[src/rtl/codix_risc_dbg_responder.sv]
// ---------------------------------------------------------------------------
// codix_risc_dbg_responder
//
// Backdoor-access responder for the codix_risc platform. It takes single
// read/write commands aimed at data memory or the general register file and
// executes each one on the memory bus or the register-file debug port. It
// returns exactly one response per accepted command. Only one command is in
// flight at a time.
//
// Ports
//   CLK, RST                clock (rising edge), synchronous active-high reset
//   req_valid/req_ready     command handshake
//   req_write, req_target   1 = write / 0 = read; 0 = memory / 1 = register
//   req_addr, req_wdata     byte address or register index, write data
//   rsp_valid/rsp_ready     response handshake
//   rsp_rdata, rsp_err      read data (0 for writes/errors), error code
//   core_halt               core halt status, sampled at acceptance
//   mem_req/mem_we/mem_addr/mem_wdata/mem_ack/mem_rdata
//                           memory bus, request held until ack or timeout
//   rf_re/rf_we/rf_addr/rf_wdata/rf_rdata
//                           register-file debug port, one-cycle strobes,
//                           read data returned the cycle after rf_re
// ---------------------------------------------------------------------------
module codix_risc_dbg_responder #(
    parameter int ADDR_W  = 32,
    parameter int DATA_W  = 32,
    parameter int TIMEOUT = 255
) (
    input  logic              CLK,
    input  logic              RST,

    input  logic              req_valid,
    output logic              req_ready,
    input  logic              req_write,
    input  logic              req_target,
    input  logic [ADDR_W-1:0] req_addr,
    input  logic [DATA_W-1:0] req_wdata,

    output logic              rsp_valid,
    input  logic              rsp_ready,
    output logic [DATA_W-1:0] rsp_rdata,
    output logic [1:0]        rsp_err,

    input  logic              core_halt,

    output logic              mem_req,
    output logic              mem_we,
    output logic [ADDR_W-1:0] mem_addr,
    output logic [DATA_W-1:0] mem_wdata,
    input  logic              mem_ack,
    input  logic [DATA_W-1:0] mem_rdata,

    output logic              rf_re,
    output logic              rf_we,
    output logic [4:0]        rf_addr,
    output logic [DATA_W-1:0] rf_wdata,
    input  logic [DATA_W-1:0] rf_rdata
);

    typedef enum logic [2:0] {
        IDLE,
        MEM_WAIT,
        RF_ACC,
        RF_CAP,
        RESP
    } state_t;

    localparam logic [1:0] ERR_OK      = 2'd0;
    localparam logic [1:0] ERR_RUNNING = 2'd1;
    localparam logic [1:0] ERR_ADDR    = 2'd2;
    localparam logic [1:0] ERR_TIMEOUT = 2'd3;

    // The wait counter counts MEM_WAIT cycles already spent without an ack;
    // the last permitted cycle is the one where it equals TIMEOUT-1.
    localparam logic [15:0] WAIT_LAST = 16'(TIMEOUT - 1);

    state_t              state, state_d;
    logic                wr_q;
    logic [ADDR_W-1:0]   addr_q;
    logic [DATA_W-1:0]   wdata_q;
    logic [15:0]         wait_cnt;

    logic                accept;
    logic [1:0]          acc_err;
    logic                mem_last;

    // ------------------------------------------------------------------
    // Acceptance checks. core_halt is evaluated here and only here, so a
    // halt change after acceptance cannot affect the command in flight.
    // ------------------------------------------------------------------
    // NOTE: every signal written in an always_comb gets a default on the
    // first line, so no path through the block can infer a latch.
    always_comb begin
        acc_err = ERR_OK;
        if (!core_halt) begin
            acc_err = ERR_RUNNING;
        end else if (!req_target && (req_addr[1:0] != 2'b00)) begin
            acc_err = ERR_ADDR;
        end else if (req_target && (|req_addr[ADDR_W-1:5])) begin
            acc_err = ERR_ADDR;
        end
    end

    // req_ready is gated by RST so the block never advertises readiness
    // while reset is applied, and rises in the first cycle after release.
    assign req_ready = (state == IDLE) && !RST;
    assign accept    = req_valid && req_ready;
    assign mem_last  = (wait_cnt == WAIT_LAST);

    // ------------------------------------------------------------------
    // Next-state logic
    // ------------------------------------------------------------------
    always_comb begin
        state_d = state;
        unique case (state)
            IDLE: begin
                if (accept) begin
                    if (acc_err != ERR_OK) begin
                        state_d = RESP;
                    end else if (req_target) begin
                        state_d = RF_ACC;
                    end else begin
                        state_d = MEM_WAIT;
                    end
                end
            end
            MEM_WAIT: begin
                // An ack in the last permitted cycle still counts as success.
                if (mem_ack || mem_last) begin
                    state_d = RESP;
                end
            end
            RF_ACC: begin
                state_d = wr_q ? RESP : RF_CAP;
            end
            RF_CAP: begin
                state_d = RESP;
            end
            RESP: begin
                if (rsp_ready) begin
                    state_d = IDLE;
                end
            end
            default: begin
                state_d = IDLE;
            end
        endcase
    end

    // NOTE: sequential state uses non-blocking assignments only, so every
    // register samples the pre-edge values of the others.
    always_ff @(posedge CLK) begin
        if (RST) begin
            state <= IDLE;
        end else begin
            state <= state_d;
        end
    end

    // ------------------------------------------------------------------
    // Command and response registers
    // ------------------------------------------------------------------
    // NOTE: every datapath register is reset because its value is visible
    // on an output port and must read 0 straight out of reset.
    always_ff @(posedge CLK) begin
        if (RST) begin
            wr_q      <= 1'b0;
            addr_q    <= '0;
            wdata_q   <= '0;
            wait_cnt  <= '0;
            rsp_rdata <= '0;
            rsp_err   <= ERR_OK;
        end else begin
            unique case (state)
                IDLE: begin
                    if (accept) begin
                        wr_q      <= req_write;
                        addr_q    <= req_addr;
                        wdata_q   <= req_wdata;
                        wait_cnt  <= '0;
                        rsp_rdata <= '0;
                        rsp_err   <= acc_err;
                    end
                end
                MEM_WAIT: begin
                    if (mem_ack) begin
                        rsp_rdata <= wr_q ? '0 : mem_rdata;
                        rsp_err   <= ERR_OK;
                    end else if (mem_last) begin
                        rsp_rdata <= '0;
                        rsp_err   <= ERR_TIMEOUT;
                    end else begin
                        wait_cnt  <= wait_cnt + 16'd1;
                    end
                end
                RF_CAP: begin
                    // Index 0 is passed through as read; the register file
                    // owns the hard-wired-zero behaviour.
                    rsp_rdata <= rf_rdata;
                    rsp_err   <= ERR_OK;
                end
                default: begin
                end
            endcase
        end
    end

    // ------------------------------------------------------------------
    // Bus outputs, decoded from state and the latched command. Because
    // they depend only on registers, a reset edge clears them at once.
    // ------------------------------------------------------------------
    assign rsp_valid = (state == RESP);

    assign mem_req   = (state == MEM_WAIT);
    assign mem_we    = mem_req && wr_q;
    assign mem_addr  = addr_q;
    assign mem_wdata = wdata_q;

    assign rf_re     = (state == RF_ACC) && !wr_q;
    assign rf_we     = (state == RF_ACC) && wr_q;
    assign rf_addr   = addr_q[4:0];
    assign rf_wdata  = wdata_q;

endmodule

[config.mk]
export PLATFORM = sky130hd
export DESIGN_NAME = codix_risc_dbg_responder
export DESIGN_NICKNAME = d
export VERILOG_FILES = /design/src/rtl/codix_risc_dbg_responder.sv
export SDC_FILE = /design/constraint.sdc
export NUM_CORES = 1
export LEC_CHECK = 0
export CAP_MARGIN = 20
export CORE_MARGIN = 2
export CORE_UTILIZATION = 38
export DETAILED_ROUTE_END_ITERATION = 7
export GPL_ROUTABILITY_DRIVEN = 0
export PLACE_DENSITY = 0.9
export SLEW_MARGIN = 5
export SYNTH_ARGS = -nofsm -noshare
export SYNTH_HDL_FRONTEND = slang
export SYNTH_SLANG_ARGS = --single-unit
export TNS_END_PERCENT = 30
[constraint.sdc]
create_clock -name CLK -period 2 [get_ports CLK]
set_input_delay 0.4 -clock CLK [delete_from_list [all_inputs] [get_ports CLK]]
set_output_delay 0.4 -clock CLK [all_outputs]
set_load 0.02 [all_outputs]
# Word level (Yosys, flattened, before mapping)
# Cells that the tools add are included.
[op_classes]
n_reduce_logical = 21
muxes = 23
eq_ne = 11
addsub = 1
[op_table]
columns = ["op", "n"]
rows = [
  ["32-bit 2-to-1 mux", 4],
  ["32-bit one-hot mux with 3 select lines", 1],
  ["16-bit 2-to-1 mux", 3],
  ["16-bit one-hot mux with 2 select lines", 1],
  ["27-bit OR reduction", 1],
  ["16-bit by 1-bit adder with 16-bit output, second input constant", 1],
  ["16-bit by 8-bit == test with 1-bit output, second input constant", 1],
  ["3-bit 2-to-1 mux", 5],
  ["3-bit one-hot mux with 5 select lines", 1],
  ["2-bit 2-to-1 mux", 7],
  ["1-bit logical AND", 7],
  ["3-bit by 2-bit == test with 1-bit output, second input constant", 2],
  ["2-bit != test, second input constant", 3],
  ["2-bit one-hot mux with 3 select lines", 1],
  ["3-bit AND reduction", 2],
  ["2-bit nonzero test", 3],
  ["2-bit by 1-bit != test with 1-bit output, second input constant", 2],
  ["4-bit AND reduction", 1],
  ["3-bit by 1-bit == test with 1-bit output, second input constant", 1],
  ["3-bit == test, second input constant", 1],
  ["1-bit logical NOT", 3],
  ["3-bit logical NOT", 1],
  ["3-bit by 1-bit != test with 1-bit output, second input constant", 1],
  ["3-bit nonzero test", 1],
  ["2 further kinds", 2],
]
[totals]
input_bits = 136
word_cells = 63
ff_bits = 118
output_inout_bits = 141

# Longest topological paths before layout
[depth]
word_depth = 9
mapped_depth = 8
depth_no_buf = 7

# Worst setup path before layout
# OpenSTA, ideal clock, no wires.
[synth_path]
path_kind = "register to register"
start = "reg state[1]"
end = "reg wait_cnt[14]"
slack_ps = 161
t_arrival_ps = 1769
path_buffers = 1
setup_ps = 70
period_less_slack_ps = 1839
required_ps = 1930
stages_incl_launch_ff = 7
cell_sequence = "dfxtp_1 -> buf_6 -> nor4_4 -> and2_4 -> a21oi_2 -> or4_1 -> a21oi_1"
[synth_via]
elab_chain_cells = 5
word_cells_on_any_way = 10
cone_classes = "eq/ne: 4; mux: 1; reduce/logical: 5"
[synth_lines]
columns = ["item", "line", "text"]
rows = [
  ["start: declaration", "77", "state_t state, state_d;"],
  ["start signal: assignment", "156", "state <= state_d;"],
  ["3-bit logical NOT", "106", "assign req_ready = (state == IDLE) && !RST;"],
  ["1-bit logical AND", "106", ""],
  ["net req_ready", "33", "output logic req_ready,"],
  ["1-bit logical AND", "107", "assign accept = req_valid && req_ready;"],
  ["2-bit != test (no source line)", "-", ""],
  ["4-bit AND reduction (no source line)", "-", ""],
  ["end signal: assignment", "193", "wait_cnt <= wait_cnt + 16'd1;"],
  ["end: declaration", "81", "logic [15:0] wait_cnt;"],
]
# The timed path passes the listed nets, and every way through them passes these cells.
# A chain may end at the register's enable or synchronous reset.

# Worst setup path after layout
[layout_path]
start = "reg state[1]"
end = "out req_ready"
[layout_via]
elab_chain_cells = 2
[layout_lines]
columns = ["item", "line"]
rows = [
  ["3-bit logical NOT", "106"],
  ["1-bit logical AND", "106"],
  ["end: declaration", "33"],
]
# Every way passes these cells.

==> impl_metrics.toml <==
[clock_network]
worst_skew_pair.late_latency_ps = 400
cts.sinks = 118
clock_pin_slew_reported_for_the_worst_setup_and_hold_paths_after_clock_tree_synthesis_ps = 60
htreeDepth = 4
cts_hold_repair.buffers = 0
postCtsSetupRepairBufs = 0
cts_tree = "yes"
ctsRootBufferMaster = "clkbuf_16"
cts-buffers-inserted = 17
clock_path_buffers = 2

[die]
floorplan.initialDensity = 0.389
rows = 40
num_io_pins = 277
die-width_um = 115
die-area_um2 = 13200
die_y_um = 115
coreArea_um2 = 12000

[synth]
ys_top_cells_by_count = "dfxtp_1, a22o_1, nor2_1, buf_4, a222oi_1"
post_synth_edffs = 0
yosysMostFrequentCell = "dfxtp_1"
asyncSetResetFlopFracSynth = 0
netlist-cell-type-count = 42
synthesis.area_per_instance_um2 = 10.2
synth.yosys.seq_area_share = 0.506
synthesis.instances = 458
synth_warn = 0
synth.cell_area_um2 = 4670
mappedNetlistNets = 596
synth.area.top_cells = "dfxtp_1, a22o_1, a222oi_1"
synth_flop_cell = "dfxtp_1"
yosys.area.top_type_share = 0.506
synth_seq_cells = 118
synth_largest_area_cell = "dfxtp_1"

[global_routing]
largest_net_degree_at_the_start_of_global_routing = 55
groute.usage.overall = 0.246
grt_remaining_overflow = 0
first_global_vias = 4939
grt_first_pass_wirelength_um = 25400
initial_antenna_violation_count = 0

[timing]
timing.final.setup_violations = 0
tns_ps = 0
max_slew.worst_pin.slew_ps = 559
finalCriticalPeriod_ps = 1950
final.setup_skew_ps = 10.7
timing_max_transition_violations_final = 0
hold_viol = 0
timing.max_slew.rel_slack = 0.627
fmax_mhz = 512
layout_worst_path_cycle_share = 0.977
setup_repair_after_global_routing_missed_its_margin = "true"
final_critical_path_setup_slack_ps = 46.7

[worst_hold_path]
min-delay-start = "mem_addr[27]"
holdCritPathClass = "reg -> reg"

[critical_path]
path_max_fanout = 5
critical_path.cell_chain = "buf_4 > nor4_4 > clkdlybuf4s15_2"
critical-path-slowest-cell = "dfxtp_1"
start_to_end_type_of_the_worst_setup_path = "reg -> out"
max_stage_delay_ps = 350
worst_ep_required_time_ps = 1600
rr_startpoint = "state[1]"
cp-end-kind = "output port"
worst-endpoint-arrival_ps = 1550
crit_start = "state[1]"
crit_path_start_kind = "flip-flop"

[cells_and_area]
design.final.nets = 845
diodes = 0
flow.area_growth_from_synthesis_pct = 72.1
final_layout_size_suffix_gt1_frac = 0.111
finalNonFillerCells = 867

[drt]
wl_met1_um = 6120
met3_length_um = 1380
routed_via_density = 5.56
drt_first_pass_iters = 7
via_count = 4822
initialDrtViolationCount = 363
wl_per_cell_um = 19.2
top_layer_used = "met4"
routed-wl-met2_um = 8680
remaining_drc_errors = 0
drt_wl_total_um = 16600
postRouteAntennaNets = 0

[power]
power-per-cell-area_nw_per_um2 = 812
finalPower_uw = 6520
max-vdd-ir-drop_v = 0.000442
cellLeakagePower_uw = 0.00294

[place]
dp_cells = 835
dpl.hpwl_um = 12100
placement.setup.worst_slack_ps = -335
numPortBuffers = 276

[run]
max-cap-violations = 0

[status]
outcome = "finished, final reports clean"
-- state kept, by name, summed over array words and instances, names as in the netlist --
name / cells
mem_addr: 32
mem_wdata: 32
rsp_err: 2
rsp_rdata: 32
state: 3
wait_cnt: 16
wr_q: 1
-- final timing paths --
check             cells after the start      endpoint  slack, ps
hold reg to reg                       1  mem_addr[27]        470
hold / removal                        1  mem_addr[27]        470
setup reg to reg                      7   wait_cnt[9]         90
setup / recovery                      3     req_ready         50
-- through the flow --
stage                util  hold WS, ps  area, µm²
floorplan               -          452       4670
global placement    0.618          456       7420
detailed placement  0.618          453       7420
CTS                 0.666          475       7990
global route        0.669          490       8030
finish              0.669          473       8030
-- power by group --
group	internal [µW]	leakage, µW	switching [µW]	total [µW]
sequential	2460	0.000962	82.4	2540
combinational	610	0.00171	484	1090
clock	1810	0.000267	1090	2890
-- logic make-up after synthesis --
logic type | share of synthesized area
flops | 0.506
compound gates | 0.252
buf+inv | 0.0994
simple gates | 0.137
fa+ha+maj | 0.00536
-- cell usage in the layout, fill, tap and decap left out, drive strengths merged, types with 3 or more instances in the layout --
master         instances
or3                   12
clkinv                 4
buf                   27
a21oi                 24
nand2b                 5
clkinvlp               5
nor3                   7
dfxtp                118
and2                   4
nor2                  40
nand3                  9
nor4                   9
nand2                  9
clkbuf                24
clkdlybuf4s50        270
nand4                  6
a222oi                32
and4                   3
inv                    5
a22o                  65
o21ai                 15
and3                   3
-- critical path, delay by kind of cell (launching register included) --
family / cells / cell delay (ps)
flip-flops: 1 / 350
AND/OR/NAND/NOR: 1 / 320
buffers and inverters: 2 / 490
-- area by class of cell --
| type | instances | area (µm²) |
|---|---|---|
| Clock inverter | 11 | 100 |
| Sequential cell | 118 | 2360 |
| Fill cell | 884 | 3980 |
| Tap cell | 147 | 184 |
| Clock buffer | 21 | 470 |
| Multi-Input combinational cell | 264 | 1910 |
| Timing Repair Buffer | 302 | 2990 |
| Inverter | 4 | 15.0 |
-- metal layers --
layer	GRT usage	vias to the layer above
li1	-	2232
met1	0.268	2294
met2	0.445	260
met3	0.0775	36
met4	0.0956	0
met5	0	-
-- timing repair --
| action | CTS | global route |
|---|---|---|
| endpoints found under the setup margin | 6 | 49 |
| gates resized for setup | 14 | 17 |
| pin swaps | 0 | 2 |
Power figures use the tool's default switching activity.
